## src/rtl/mpu_fetch.sv

```systemverilog
// rtl/mpu_fetch.sv - MPU instruction fetch sequencer assembling a 6-byte decode window at pc
// Define MPU_FETCH_COUNT_EN to add the 32-bit accepted-instruction counter output icount.
module mpu_fetch #(
    parameter logic [15:0] START_ADDR = 16'h0000
) (
    input  logic        sys_clk,
    input  logic        sys_rst,
    input  logic        en,
    output logic [15:0] mem_addr,
    output logic        mem_re,
    input  logic [7:0]  mem_data,
    output logic [47:0] i,
    output logic        i_valid,
    input  logic        i_ready,
    input  logic [15:0] isize,
    input  logic        error,
    input  logic        jmp,
    input  logic [15:0] jmp_addr,
    output logic [15:0] pc,
`ifdef MPU_FETCH_COUNT_EN
    output logic [31:0] icount,
`endif
    output logic        fault
);

    typedef enum logic [1:0] {IDLE, FILL, READY, FAULT} state_t;

    state_t      state;
    state_t      state_nxt;
    logic [2:0]  cnt;
    logic [2:0]  req;
    logic [2:0]  cnt_nxt;
    logic [2:0]  req_nxt;
    logic [15:0] pc_nxt;
    logic [15:0] addr_nxt;
    logic [47:0] win_nxt;
    logic [2:0]  sz;
    logic        pend;
    logic        accept;
    logic        issue;

    // i_valid follows the decoder combinationally so a bad opcode is never offered
    assign i_valid = (state == READY) && !error;
    assign accept  = i_valid && i_ready;
    assign sz      = (isize > 16'd6) ? 3'd6 : isize[2:0];

    always_comb begin
        state_nxt = state;
        cnt_nxt   = cnt;
        req_nxt   = req;
        pc_nxt    = pc;
        win_nxt   = i;
        case (state)
            IDLE: begin
                if (en) state_nxt = FILL;
            end
            FILL: begin
                if (!en) begin
                    state_nxt = IDLE;
                    cnt_nxt   = 3'd0;
                    req_nxt   = 3'd0;
                    win_nxt   = '0;
                end else begin
                    if (pend) begin
                        for (int k = 0; k < 6; k++) begin
                            if (cnt == 3'(k)) win_nxt[8*k +: 8] = mem_data;
                        end
                        cnt_nxt = cnt + 3'd1;
                    end
                    if (cnt_nxt == 3'd6) state_nxt = READY;
                end
            end
            READY: begin
                if (error) begin
                    state_nxt = FAULT;
                end else begin
                    if (accept) begin
                        state_nxt = FILL;
                        if (jmp) begin
                            pc_nxt  = jmp_addr;
                            cnt_nxt = 3'd0;
                            req_nxt = 3'd0;
                            win_nxt = '0;
                        end else begin
                            // keep the bytes past this instruction, refetch only the tail
                            pc_nxt  = pc + isize;
                            win_nxt = i >> {sz, 3'b000};
                            cnt_nxt = 3'd6 - sz;
                            req_nxt = 3'd6 - sz;
                        end
                    end
                    if (!en) begin
                        state_nxt = IDLE;
                        cnt_nxt   = 3'd0;
                        req_nxt   = 3'd0;
                        win_nxt   = '0;
                    end
                end
            end
            default: begin
                state_nxt = FAULT;
            end
        endcase
        issue    = (state_nxt == FILL) && (req_nxt < 3'd6);
        addr_nxt = pc_nxt + {13'd0, req_nxt};
    end

    always_ff @(posedge sys_clk or posedge sys_rst) begin
        if (sys_rst) begin
            state    <= IDLE;
            pc       <= START_ADDR;
            i        <= '0;
            cnt      <= 3'd0;
            req      <= 3'd0;
            pend     <= 1'b0;
            mem_re   <= 1'b0;
            mem_addr <= 16'h0000;
            fault    <= 1'b0;
`ifdef MPU_FETCH_COUNT_EN
            icount   <= 32'd0;
`endif
        end else begin
            state  <= state_nxt;
            pc     <= pc_nxt;
            i      <= win_nxt;
            cnt    <= cnt_nxt;
            req    <= req_nxt + {2'd0, issue};
            pend   <= mem_re;
            mem_re <= issue;
            if (issue) mem_addr <= addr_nxt;
            if (state_nxt == FAULT) fault <= 1'b1;
`ifdef MPU_FETCH_COUNT_EN
            if (accept) icount <= icount + 32'd1;
`endif
        end
    end

endmodule

```

## config.mk

```make
export PLATFORM = sky130hd
export DESIGN_NAME = mpu_fetch
export DESIGN_NICKNAME = d
export VERILOG_FILES = /design/src/rtl/mpu_fetch.sv
export SDC_FILE = /design/constraint.sdc
export NUM_CORES = 1
export LEC_CHECK = 0
export ABC_AREA = 1
export CAP_MARGIN = 25
export CORE_MARGIN = 2
export CORE_UTILIZATION = 50
export CTS_CLUSTER_DIAMETER = 80
export DETAILED_ROUTE_END_ITERATION = 6
export MAX_ROUTING_LAYER = met4
export PLACE_DENSITY = 0.81
export SYNTH_ARGS = -nofsm -noshare
export SYNTH_HDL_FRONTEND = slang
export SYNTH_SLANG_ARGS = --single-unit
```

## constraint.sdc

```tcl
create_clock -name sys_clk -period 5.45 [get_ports sys_clk]
set_input_delay 1.09 -clock sys_clk [delete_from_list [all_inputs] [get_ports sys_clk]]
set_output_delay 1.09 -clock sys_clk [all_outputs]
set_load 0.05 [all_outputs]
```

## Word level (Yosys, flattened, before mapping)

Index checks and enable logic that the tools add are counted.

| storage, ports and cells | value |
|---|---|
| register bits | 91 |
| input bits | 46 |
| word-level logic and storage cells | 94 |

| operators by class | value |
|---|---|
| shift-type cells | 1 |
| magnitude comparators | 2 |
| reductions and logical operators | 14 |
| add/subtract/negate cells | 5 |
| muxes and demuxes | 39 |
| equality and inequality tests | 19 |

Operator list:

| operator | count |
|---|---|
| 48-bit 2-to-1 mux | 6 |
| 48-bit one-hot mux with 2 select lines | 1 |
| 16-bit 2-to-1 mux | 4 |
| 8-bit 2-to-1 mux | 6 |
| 48-bit by 6-bit right shift with 48-bit output | 1 |
| 3-bit 2-to-1 mux | 13 |
| 5-bit AND reduction | 6 |
| 3-bit != test (second input constant) | 8 |
| 16-bit adder | 1 |
| 16-bit by 3-bit adder with 16-bit output | 1 |
| 16-bit by 3-bit greater-than comparator with 1-bit output (second input constant) | 1 |
| 2-bit 2-to-1 mux | 6 |
| 3-bit one-hot mux with 2 select lines | 2 |
| 3-bit equality test (second input constant) | 3 |
| 3-bit by 2-bit equality test with 1-bit output (second input constant) | 2 |
| 2-bit one-hot mux with 3 select lines | 1 |
| 2-bit by 1-bit equality test with 1-bit output (second input constant) | 2 |
| 2-bit equality test (second input constant) | 2 |
| 3-bit by 1-bit adder with 3-bit output | 1 |
| 3-bit by 1-bit adder with 3-bit output (second input constant) | 1 |
| 3-bit by 1-bit equality test with 1-bit output (second input constant) | 1 |
| 1-bit logical AND | 3 |
| 3-bit logical NOT | 1 |
| 3-bit less-than comparator (second input constant) | 1 |
| 6 further kinds | 6 |

## Longest topological paths before layout

| depth | value |
|---|---|
| word-level depth | 11 |
| mapped depth | 24 |
| mapped depth without buffers | 23 |

## Worst setup path after synthesis

No wires, ideal clock.

| path | value |
|---|---|
| path type | in2reg |
| from | input port error |
| to | register mem_addr[3] |
| data arrival time | 3.141 ns |
| setup slack | 2.187 ns |
| data required time | 5.328 ns |
| stages on the path | 14 |
| setup time | 0.122 ns |
| cell sequence | nor2_4 -> nand2_1 -> buf_2 -> buf_2 -> buf_6 -> a21oi_1 -> a2bb2oi_1 -> ha_1 -> nand2_1 -> nand3b_1 -> nand2_2 -> buf_6 -> xor2_1 -> o21ai_1 |

RTL lines:

| item | line | RTL |
|---|---|---|
| from (decl) | 16 | `input logic error,` |
| 1-bit logical NOT | 43 | `assign i_valid = (state == READY) && !error;` |
| 1-bit logical AND | 43 |  |
| 1-bit logical AND | 44 | `assign accept = i_valid && i_ready;` |
| 16-bit 2-to-1 mux | 77 | `if (accept) begin` |
| 16-bit 2-to-1 mux * | 74 | `if (error) begin` |
| 16-bit 2-to-1 mux * | 53 | `case (state)` |
| named net pc_nxt[2] | 34 | `logic [15:0] pc_nxt;` |
| 16-bit by 3-bit adder with 16-bit output * | 105 | `addr_nxt = pc_nxt + {13'd0, req_nxt};` |
| to (signal assigned) | 130 | `if (issue) mem_addr <= addr_nxt;` |
| to (decl) | 9 | `output logic [15:0] mem_addr,` |

Mark *: on every way through the listed nets, which the timed path passes. The rest lies on a longest branch.
A chain may end at the register's enable or synchronous reset.

## Worst setup path in the final report

| path | value |
|---|---|
| from | input port isize[8] |
| to | register mem_addr[15] |

| between the ends | value |
|---|---|
| word-level cells in the longest chain between the ends | 10 |

Ends and longest elaborated chain:

| item | line | RTL |
|---|---|---|
| from (decl) | 15 | `input logic [15:0] isize,` |
| branches (longest 10 deep; another with 16-bit by 3-bit greater-than comparator with 1-bit output) | -- |  |

Several ways; the timed one is not identified.

==> flow_metrics.env <==
export IMPL_ys_flop_type="dfrtp_1"
export IMPL_antenna_found_initial=0
export IMPL_synth_cells=958
export IMPL_worstHoldPathCells=0
export IMPL_dp_hpwl_mm=15.70
export IMPL_syn2layout_area_growth_pct=25.98
export IMPL_core_sq_um=13090
export IMPL_root_buffer="clkbuf_16"
export IMPL_via_count=6983
export IMPL_power_frac_seq_pct=22.5
export IMPL_rows=42
export IMPL_num_antenna_cells=0
export IMPL_drtIter0Drc=760
export IMPL_rsz0062_at_grt="false"
export IMPL_clkTransAtPathRegs_ps=70
export IMPL_grt_max_degree=53
export IMPL_num_fill_cells=1182
export IMPL_grt_pass1_wl_mm=33.24
export IMPL_dp_cells=1239
export IMPL_status="finished, final reports clean"
export IMPL_fin_crit_ps=4121
export IMPL_slowest_delay_ps=450
export IMPL_end_kind="flop"
export IMPL_overflow=0
export IMPL_dieHeight_um=119.2
export IMPL_clock_latency_ps=360
export IMPL_post_cts_buffers=0
export IMPL_ctsHoldBuffers=0
export IMPL_min_path_type="flop to flop"
export IMPL_finalHoldViolations=0
export IMPL_cts_num_sinks=91
export IMPL_place_congestion=0.9664
export IMPL_timing_critical_path_buf_inv=2
export IMPL_max_clock_freq_mhz=242.7
export IMPL_slew_viol_final=0
export IMPL_maxCapViolations=0
export IMPL_p_leak_nw=4.025
export IMPL_fp_dieW_um=119.2
export IMPL_drc=0
export IMPL_place_ws_ps=1040
export IMPL_cp_arrival_ps=4380
export IMPL_hp_start="mem_re$_DFF_PP0_"
export IMPL_slew_headroom_pct=37.29
export IMPL_layout_setup_ws_ps=1329
export IMPL_start_kind="input pin"
export IMPL_required_ps=5710
export IMPL_critPathMaxFanout=18
export IMPL_io_pins=129
export IMPL_numPortBuffers=128
export IMPL_initial_core_util_pct=50.75
export IMPL_total_power_mw=6.037
export IMPL_async_flop_share_pct=100.0
export IMPL_yosysWarningCount=0
export IMPL_synth_edf_count=0
export IMPL_p_per_area_nw_per_um2=721.6
export IMPL_fin_nets=1150
export IMPL_synth_fp_nets=1033
export IMPL_syn_area_sq_um=6640
export IMPL_cp_top_family="simple AND/OR/NAND/NOR gates"
export IMPL_worstPathCellList="clkdlybuf4s50_1, nor2_1, nand3_1, nor2_4, nand3_1, inv_2, a21oi_2, nand2_1, o22ai_4, ha_1, nand2_1, nand3b_1, nand2_2, nand3_1, nand2_1, nand2_1, nand2_1, nand2_1"
export IMPL_cts_buffer_depth=2
export IMPL_ys_seq_area_share_pct=34.29
export IMPL_ir_drop_mv=0.4479
export IMPL_p_clk_share_pct=11.0
export IMPL_cp_num_cells=18
export IMPL_crit_path_start="isize[8]"
export IMPL_fin_skew_ps=9.534
export IMPL_cts_tree="built"
export IMPL_dieArea_sq_um=14220
export IMPL_cts_made_buffers=9
export IMPL_htree_num_levels=3
export IMPL_p_comb_share_pct=66.5
export IMPL_cpMaxStageDelayCell="clkdlybuf4s50_1"
export IMPL_finalSetupViolations=0
export IMPL_fin_crit_sh_pct=75.62
export IMPL_final_instance_count_excl_fill=1256
export IMPL_grt_usage_pct=30.36
export IMPL_drtPass1Iterations=5
export IMPL_synth_avg_cell_area_sq_um=6.931
export IMPL_worst_pin_slew_ps=937.2
export IMPL_swShare_pct=55.50
export IMPL_regToRegStartpoint="state[0]$_DFF_PP0_"
export IMPL_post_route_cells_drive_above_1_share_pct=6.019
export IMPL_ys_ff_latch=91
export IMPL_totalNegativeSetupSlack_ps=0
export IMPL_cts_resized=0
export IMPL_grt_pass1_vias=6603
export IMPL_totalWireLength_mm=20.63
export IMPL_criticalPathCategory="input pin to flop"
export IMPL_internal_power_mw=2.687
export IMPL_crit_top_cell="nand2_1"
export IMPL_p_sw_mw=3.350
export IMPL_synthDistinctLibCells=51
export IMPL_via_per_inst=5.560
export IMPL_ant_nets=0
export IMPL_reg2regPathDepth=19
export IMPL_wl_per_cell_um=16.43
==> sequential cells by signal, indices dropped and copies added, names as in the netlist <==
name,count
cnt,3
fault,1
i,48
mem_addr,16
mem_re,1
pc,16
pend,1
req,3
state,2
==> metrics by stage <==
stage | instance area [sq um] | util [%] | hold slack (ps)
2_1_floorplan | 6640 | - | 555.7
3_3_place_gp | 8025 | 61.33 | 371.7
3_5_place_dp | 8025 | 61.33 | 367.7
4_1_cts | 8338 | 63.72 | 387.9
5_1_grt | 8366 | 63.93 | 416.7
6_report | 8366 | 63.93 | 392.2
==> routing by layer <==
layer | vias up | track usage, % | wire [um]
li1 | 3398 | - | -
met1 | 3250 | 40.53 | 9104
met2 | 293 | 47.05 | 9584
met3 | 42 | 4.981 | 1443
met4 | 0 | 10.49 | 499
met5 | - | - | 0
==> cells in the final DEF (no fill, tap or decap), types with 3 or more instances in the layout <==
cell type / Yosys / routed
buf_4: 2 / 3
nand2_2: 7 / 7
a21oi_1: 60 / 60
o21ai_1: 10 / 10
nand3b_1: 7 / 7
a21o_1: 3 / 3
nor2_1: 87 / 87
clkbuf_16: 0 / 9
a22oi_1: 17 / 17
nor3_1: 3 / 3
dfrtp_1: 91 / 91
nor2_2: 4 / 4
nor2_4: 7 / 7
a31oi_1: 9 / 9
nand3_2: 3 / 3
o221ai_1: 6 / 6
a2bb2oi_1: 4 / 4
ha_1: 28 / 28
nand3_1: 55 / 55
xor2_1: 3 / 3
xnor2_1: 3 / 3
o21ai_0: 68 / 68
inv_2: 10 / 10
clkdlybuf4s50_1: 0 / 128
o2111ai_1: 16 / 16
inv_1: 121 / 120
nand2_1: 269 / 269
and2_1: 3 / 3
nand4_1: 10 / 10
==> power by group through the flow <==
stage,combinational [mW],sequential (mW),clock (mW)
after detailed placement,3.97,1.35,0
after floorplan,1.84,2.30,0
final,4.02,1.36,0.665
after global placement,3.91,1.36,0
after global routing,4.36,1.39,0.703
after CTS,3.99,1.35,0.670
==> final cells by class <==
cell class / count / area, sq um / share of cell area (%)
multi-input cells: 706 / 3712 / 44.38
well taps: 176 / 220.2 / 2.632
repair buffers: 132 / 1331 / 15.91
clock inverters: 6 / 73.82 / 0.8824
clock buffers: 10 / 239.0 / 2.857
inverters: 135 / 511.7 / 6.117
flip-flops and latches: 91 / 2277 / 27.22
==> logic make-up (layout without fill, tap and decap cells) <==
family,after synthesis,after routing,synth area share [%]
mux,2,2,0.3015
simple gates,461,461,30.05
fa+ha+maj,29,29,5.578
compound gates,208,208,19.18
flops,91,91,34.29
xor+xnor,6,6,0.7916
buf+inv,161,283,9.798
==> Yosys cell counts (all sizes together), types with 4 or more instances <==
master   number  share of area [%]
o21ai        79                6.0
clkbuf       11               0.62
o221ai        6               0.79
nand4        11                1.1
nand3b        7               0.79
o2111ai      16                2.1
nor3          4               0.38
ha           28                5.3
a31oi         9               0.85
buf          15                1.5
a22oi        17                1.9
nand3        58                4.6
nand2       278                 16
a21oi        62                4.8
dfrtp        91                 34
nor2         98                6.5
inv         132                7.5
a2bb2oi       4               0.53
==> path summary, 6_finish.rpt <==
check / to / slack, ps
hold reg to reg: pend$_DFF_PP0_ / 390
setup reg to reg: mem_addr[12]$_DFFE_PP0P_ / 2150
max in group asynchronous: pc[9]$_DFF_PP0_ / 3850
hold / removal: pend$_DFF_PP0_ / 390
min in group asynchronous: i[12]$_DFFE_PP0P_ / 1110
setup / recovery: mem_addr[15]$_DFFE_PP0P_ / 1330
(Power assumes the default switching activity.)
